[config.mk]
export PLATFORM = sky130hd
export DESIGN_NAME = series_accumulator
export DESIGN_NICKNAME = d
export VERILOG_FILES = /design/src/rtl/series_acc_pkg.sv /design/src/rtl/series_acc_ctrl.sv /design/src/rtl/series_accumulator.sv
export SDC_FILE = /design/constraint.sdc
export NUM_CORES = 1
export LEC_CHECK = 0
export ABC_AREA = 1
export CAP_MARGIN = 20
export CORE_UTILIZATION = 55
export CTS_BUF_LIST = sky130_fd_sc_hd__clkbuf_8
export CTS_CLUSTER_DIAMETER = 150
export DETAILED_ROUTE_END_ITERATION = 10
export MAX_ROUTING_LAYER = met4
export PLACE_DENSITY_LB_ADDON = 0.08
export SYNTH_ARGS = -nofsm -noshare
export SYNTH_HDL_FRONTEND = slang
export SYNTH_SLANG_ARGS = --single-unit
[constraint.sdc]
create_clock -name clk -period 6.3 [get_ports clk]
set_clock_uncertainty 0.1 [all_clocks]
set_input_delay 0.63 -clock clk [delete_from_list [all_inputs] [get_ports clk]]
set_output_delay 0.63 -clock clk [all_outputs]
set_load 0.01 [all_outputs]
[src/rtl/series_acc_pkg.sv]
// Shared types and constants for the arithmetic-series engine.
package series_acc_pkg;

   // Controller states
   typedef enum logic [1:0] {
      StIdle = 2'd0,
      StAcc  = 2'd1,
      StDone = 2'd2
   } state_e;

   // Term transform selected by the mode input
   localparam logic MODE_SUM = 1'b0;
   localparam logic MODE_SQR = 1'b1;

endpackage

[src/rtl/series_acc_ctrl.sv]
// Control FSM for series_accumulator: accepts starts, sequences accumulation and
// raises the finish strobe once the running term has passed the upper bound.
module series_acc_ctrl
   import series_acc_pkg::*;
(
   input  logic clk,
   input  logic rst,
   input  logic i_start,
   input  logic i_step_zero,
   input  logic i_term_gt_last,
   output logic o_load,
   output logic o_acc_en,
   output logic o_finish
);

   state_e r_state;
   state_e w_state_next;

   // State register; async active-low reset returns to idle
   always_ff @(posedge clk or negedge rst) begin
      if (!rst) begin
         r_state <= StIdle;
      end else begin
         r_state <= w_state_next;
      end
   end

   // Next-state logic; a zero step skips accumulation and reports at once
   always_comb begin
      w_state_next = r_state;
      unique case (r_state)
         StIdle, StDone: begin
            if (i_start) begin
               w_state_next = i_step_zero ? StDone : StAcc;
            end
         end
         StAcc: begin
            if (i_term_gt_last) begin
               w_state_next = StDone;
            end
         end
         default: w_state_next = StIdle;
      endcase
   end

   // Strobe decode; start is ignored while accumulating
   always_comb begin
      o_load   = 1'b0;
      o_acc_en = 1'b0;
      o_finish = 1'b0;
      unique case (r_state)
         StIdle, StDone: o_load = i_start;
         StAcc: begin
            o_acc_en = ~i_term_gt_last;
            o_finish = i_term_gt_last;
         end
         default: ;
      endcase
   end

endmodule

[src/rtl/series_accumulator.sv]
// Arithmetic-series engine: sums first, first+step, ... <= last, either as plain
// terms or as squares, one term per cycle, with done/overflow/error status.
module series_accumulator
   import series_acc_pkg::*;
#(
   parameter int unsigned CNT_W = 8,
   parameter int unsigned SUM_W = 32
) (
   input  logic             clk,
   input  logic             rst,
   input  logic             i_start,
   input  logic             i_mode,
   input  logic [CNT_W-1:0] i_first,
   input  logic [CNT_W-1:0] i_last,
   input  logic [CNT_W-1:0] i_step,
   output logic             o_busy,
   output logic             o_done,
   output logic [SUM_W-1:0] o_result,
   output logic             o_ovf,
   output logic             o_err
);

   // The full square of the largest term must fit in the accumulator
   if (SUM_W < 2 * CNT_W) begin : g_width_check
      $error("series_accumulator: SUM_W must be at least 2*CNT_W");
   end

   logic             r_mode;
   logic [CNT_W-1:0] r_last;
   logic [CNT_W-1:0] r_step;
   // One extra bit so term+step can exceed last without wrapping back below it
   logic [CNT_W:0]   r_term;
   logic [SUM_W-1:0] r_sum;
   logic [SUM_W-1:0] r_result;
   logic             r_busy;
   logic             r_done;
   logic             r_ovf;
   logic             r_err;

   logic             w_load;
   logic             w_acc_en;
   logic             w_finish;
   logic             w_step_zero;
   logic             w_term_gt_last;
   logic [CNT_W-1:0] w_term_lo;
   logic [2*CNT_W-1:0] w_square;
   logic [SUM_W-1:0] w_addend;
   logic [SUM_W:0]   w_sum_next;

   assign w_step_zero    = (i_step == '0);
   assign w_term_gt_last = (r_term > {1'b0, r_last});

   // While accumulating, term <= last so the low bits hold the whole term
   assign w_term_lo  = r_term[CNT_W-1:0];
   assign w_square   = w_term_lo * w_term_lo;
   assign w_addend   = (r_mode == MODE_SQR) ? SUM_W'(w_square) : SUM_W'(w_term_lo);
   assign w_sum_next = {1'b0, r_sum} + {1'b0, w_addend};

   series_acc_ctrl u_ctrl (
      .clk           (clk),
      .rst           (rst),
      .i_start       (i_start),
      .i_step_zero   (w_step_zero),
      .i_term_gt_last(w_term_gt_last),
      .o_load        (w_load),
      .o_acc_en      (w_acc_en),
      .o_finish      (w_finish)
   );

   // Run parameters captured on an accepted start
   always_ff @(posedge clk or negedge rst) begin
      if (!rst) begin
         r_mode <= MODE_SUM;
         r_last <= '0;
         r_step <= '0;
      end else if (w_load) begin
         r_mode <= i_mode;
         r_last <= i_last;
         r_step <= i_step;
      end
   end

   // Term counter and running sum; the carry out of the sum is sticky overflow
   always_ff @(posedge clk or negedge rst) begin
      if (!rst) begin
         r_term <= '0;
         r_sum  <= '0;
         r_ovf  <= 1'b0;
      end else if (w_load) begin
         r_term <= {1'b0, i_first};
         r_sum  <= '0;
         r_ovf  <= 1'b0;
      end else if (w_acc_en) begin
         r_term <= r_term + {1'b0, r_step};
         r_sum  <= w_sum_next[SUM_W-1:0];
         r_ovf  <= r_ovf | w_sum_next[SUM_W];
      end
   end

   // Status and result registers, held stable in the done state
   always_ff @(posedge clk or negedge rst) begin
      if (!rst) begin
         r_result <= '0;
         r_busy   <= 1'b0;
         r_done   <= 1'b0;
         r_err    <= 1'b0;
      end else if (w_load) begin
         r_result <= '0;
         r_busy   <= ~w_step_zero;
         r_done   <= w_step_zero;
         r_err    <= w_step_zero;
      end else if (w_finish) begin
         r_result <= r_sum;
         r_busy   <= 1'b0;
         r_done   <= 1'b1;
      end
   end

   assign o_busy   = r_busy;
   assign o_done   = r_done;
   assign o_result = r_result;
   assign o_ovf    = r_ovf;
   assign o_err    = r_err;

endmodule

Yosys cells after proc, flatten, opt, wreduce, memory -nomap -nowiden
Cells that the tools add are included.

Multiply operators: 1. Add/sub/neg operators: 2. Order comparisons: 1. Mux-type cells: 20. Bitwise operators: 3. Reductions and logical operators: 6. Equal/unequal tests: 4.

Operator list (count): 32-bit 2-to-1 mux (4); 32-bit by 16-bit adder with 33-bit output (1); 9-bit 2-to-1 mux (2); 8-bit by 8-bit multiplier with 16-bit output (1); 16-bit 2-to-1 mux (1); 9-bit by 8-bit adder with 9-bit output (1); 9-bit by 8-bit > comparator with 1-bit output (1); 1-bit 2-to-1 mux (9); 8-bit logical NOT (1); 2-bit 2-to-1 mux (3); 2-bit case mux with 2 select lines (1); 2-bit nonzero test (2); 2-bit by 1-bit == test with 1-bit output (second input constant) (1); 2-bit == test (second input constant) (1); 2-bit logical NOT (1); 2-bit by 1-bit inequality test with 1-bit output (second input constant) (1); 2-bit inequality test (second input constant) (1); 1-bit NOT (2); 2-bit AND reduction (1); 2-bit OR reduction (1); 1-bit bitwise OR (1).

Word-level logic and storage cells: 48. Output and inout port bits: 36. Bits of input ports: 28. Register bits: 96.

Longest topological paths before layout
Depth after elaboration: 6. Gate-level depth with buffers: 33. Gate-level depth less buffers: 32.

Hierarchy
From an unflattened synthesis, not the netlist that was laid out.

Cells, all modules: 1070. Area, all modules: 7561.0 µm².

By module, submodules not included: series_accumulator (sequential area each 2352.3 µm², area an instance 7448.4 µm², cells each 1054, times used 1); series_acc_ctrl (sequential area each 50.0 µm², area an instance 112.6 µm², cells each 16, times used 1).

Least setup slack after synthesis
OpenSTA, ideal clock, no wires.

Path kind: register -> register. From: register r_term[5]. To: register r_sum[22]. Setup time: 0.119 ns. Buffers on the path: 1. Clock period less this slack: 5.280 ns. Data required time: 6.081 ns. Data arrival time: 5.061 ns. Slack: 1.020 ns. Cell stages (with the launch flop): 29. Cells stage by stage: dfrtp_1 -> clkbuf_1 -> nand2_1 -> inv_1 -> fa_1 -> fa_1 -> inv_1 -> fa_1 -> fa_1 -> inv_1 -> ha_1 -> nand2_1 -> o21ai_0 -> a21oi_1 -> o21ai_0 -> nand2_1 -> nand2_1 -> nor2_1 -> ha_1 -> nand2_1 -> nor2_1 -> and3_1 -> nand2_1 -> nand2_1 -> nand2_1 -> nand2_1 -> nand3_1 -> nand2_1 -> nor2_1.

Cells in the longest elaborated chain, start to end: 5. Elaborated cells between the ends (all ways): 9. Classes of those cells: 1 x add/sub; 1 x mul; 1 x order compare; 4 x mux; 1 x bitwise; 1 x reduce/logical.

Ends and longest elaborated chain: start, declared (RTL line series_accumulator.sv:32) `logic [CNT_W:0] r_term;`; start signal, assigned (RTL line series_accumulator.sv:90) `r_term <= {1'b0, i_first};`; start signal, assigned (RTL line series_accumulator.sv:94) `r_term <= r_term + {1'b0, r_step};`; 8-bit by 8-bit multiplier with 16-bit output (RTL line series_accumulator.sv:55) `assign w_square = w_term_lo * w_term_lo;`; 16-bit 2-to-1 mux (RTL line series_accumulator.sv:56) `assign w_addend = (r_mode == MODE_SQR) ? SUM_W'(w_square) : SUM_W'(w_term_lo);`; 32-bit by 16-bit adder with 33-bit output (RTL line series_accumulator.sv:57) `assign w_sum_next = {1'b0, r_sum} + {1'b0, w_addend};`; 32-bit 2-to-1 mux (RTL line series_accumulator.sv:93) `end else if (w_acc_en) begin`; 32-bit 2-to-1 mux (RTL line series_accumulator.sv:89) `end else if (w_load) begin`; end signal, assigned (RTL line series_accumulator.sv:95) `r_sum <= w_sum_next[SUM_W-1:0];`; end, declared (RTL line series_accumulator.sv:33) `logic [SUM_W-1:0] r_sum;`.

Several ways; a longest one is shown, not always the timed one. The select of a mux whose other input is x is not followed. A chain may end at the register's enable or synchronous reset.

Worst setup path in the final report
From: register r_term[3]. To: register r_sum[23].

The elaborated chain is that of the path after synthesis.

==> metrics.txt <==
status finished, final reports clean; leading cell types by count after synthesis 294 x nand2_1, 181 x inv_1, 96 x dfrtp_1, 83 x nor2_1, 71 x nand3_1; Crit Path Class flop to flop; final setup fails 0; post-route antenna net violation count 0; Max Cap Viol 0; Die W 120 um; unrepaired setup endpoints after global routing no; clock-pin transition on the worst setup and hold timing paths 0.10 ns; fin crit period 5.78 ns; vias in the first global route 6,253; Num CTS Buffers 9; Slowest cell on crit path dfrtp_1; first-pass GRT wire length 30,400 um; crit-path max cell delay 0.62 ns; Core Area 13,300 sq um; setup_tns 0 ns; Ports 64; die height 120 um; latest clock arrival within the worst-skew pair 0.40 ns; Post-CTS Setup Inserts 0; Worst Setup End Kind flop; async set-reset flop share out of synthesis 100%; Cell Area, Synth 7610 sq um; number of fill cells 1,311; Hold Violations, Final 0; synth-to-layout area growth 11.9%; gr usage total 27.7%; Primary FF master, synth dfrtp_1; cells taking the most area after synthesis dfrtp_1 32%, nand2_1 15%, ha_1 9.7%; post-synthesis sequential area ratio 31.6%; die area 14,300 sq um; Cell Rows 42; critical path arrival 5.98 ns; vias per cell 5.16; clock tree buffer depth 2; antenna violations before repair 0; area share of the largest cell type after synthesis 31.6%; Synth cell types 43; largest net degree at the start of global routing 72; drt initial violations 485; Synth area leader dfrtp_1; #FFs+latches synth 96; Total Wirelength 17,900 um; Final Max Slew Viols 0; nets@finish 1,217; CTS tree done; yosys warns 0; DR WL/cell 14.0 um; Startpoint Class flop; RePlAce Congestion 0.974; final hold slack 0.128 ns; Port Buffer Count 63; Clock Tree Root clkbuf_8; Place WS 0.518 ns; 1st-pass router iterations 5; final setup margin 0.519 ns; H-tree Lvls 3; Mapped Avg Cell Area 7.18 sq um; count leader, synth nand2_1; Starting Density 57.0%; fmax 0.173 GHz; Post-synth EDFFs 0; Slew @ Worst Pin 0.775 ns; Post-route DRC 0; CP Max Fanout 11; ant diodes 0; clk sink count 96; vias after detailed routing 6,621; Post-Synthesis Cells 1,060; gr ovfl total 0; Tcrit/Tclk final 91.8%; Hold Path Class input port to asynchronous set/reset pin; Slew HR 48.2%; CP most frequent cell nand2_1; Critical Path RT 6.50 ns; Final HPWL DP 13,600 um; layout cells sized above 1 4.15%
==> per-layer routing <==
layer / up-vias / wire (um) / global-route usage (%)
met5: - / 0 / -
met4: 0 / 252 / 7.34
met3: 20 / 750 / 3.99
met2: 152 / 7920 / 41.9
met1: 3037 / 9030 / 39.2
li1: 3412 / - / -
==> worst max-delay path: cells and delay by family (launching register included) <==
kind,cells,cell delay (ns)
adder cells (fa/ha/maj),6,2.71
buffers and inverters,3,0.20
flip-flops,1,0.62
AND/OR/NAND/NOR,15,1.46
AO/OA/AOI/OAI,3,0.58
==> cells by family (layout without fill, tap and decap cells) <==
family / after synthesis / count (layout) / share of synthesized area [%]
DFF: 96 / 96 / 31.6
AOI/OAI and AO/OA: 141 / 141 / 9.90
and+or+nand+nor: 493 / 493 / 27.5
buffers and inverters: 221 / 268 / 11.8
other: 1 / 2 / 0.0493
adders and majority gates: 85 / 85 / 16.5
xor gates and xnor gates: 23 / 23 / 2.65
==> sequential cells by signal (all words and copies together) (netlist names) <==
signal / flops
r_term: 9
o_result: 32
r_last: 8
r_step: 8
u_ctrl.r_state: 2
o_err: 1
r_sum: 32
o_ovf: 1
o_busy: 1
o_done: 1
r_mode: 1
==> metrics by stage <==
stage	util [%]	cells	instance area (sq um)
after global routing	63.8	1284	8510
after global placement	62.2	1269	8300
after CTS	63.8	1284	8510
final	63.8	1284	8510
after detailed placement	62.2	1269	8300
after floorplan	-	1061	7610
==> final timing paths <==
check | from | end | slack (ns) | depth (start not counted)
max | r_term[3] | r_sum[23] | 0.52 | 27
min | rst | r_term[3] | 0.13 | 1
max reg2reg | r_term[3] | r_sum[23] | 0.52 | 27
min reg2reg | r_step[5] | r_step[5] | 0.40 | 2
max in group asynchronous | rst | r_sum[20] | 4.86 | 2
min in group clk | r_step[5] | r_step[5] | 0.40 | 2
==> layout make-up <==
type	instances	area, sq um	area share, %
multi-input combinational	744	4320	50.7
sequential	96	2410	28.3
inverter	185	697	8.19
timing repair buffer	68	666	7.82
tap	176	220	2.59
clock buffer	9	124	1.45
clock inverter	6	86.3	1.01
==> layout by cell type (no fill, tap or decap), types with 3 or more instances in the layout <==
cell type	instances
buf_4	6
inv_1	182
xnor2_1	15
clkbuf_8	9
xor2_1	8
nand3_1	71
nor2_1	83
nor3_1	7
o21ai_0	58
nand4_1	11
or2_2	3
o22ai_1	18
inv_2	3
dfrtp_1	93
nand2_1	293
fa_1	26
o21ai_1	13
ha_1	59
dfrtp_2	3
nor3_2	3
clkdlybuf4s50_1	62
o21bai_1	3
nand2_4	3
nand2_2	4
nand3b_1	4
a21oi_1	42
==> timing repair <==
action | 4_1_cts | 5_1_grt
endpoints found under the setup margin | 0 | 8
gates resized for setup | 0 | 3
hold buffers | 0 | 0
Power is not shown: default switching activity piles up to over one toggle a cycle in this logic, so the estimate is an artifact.
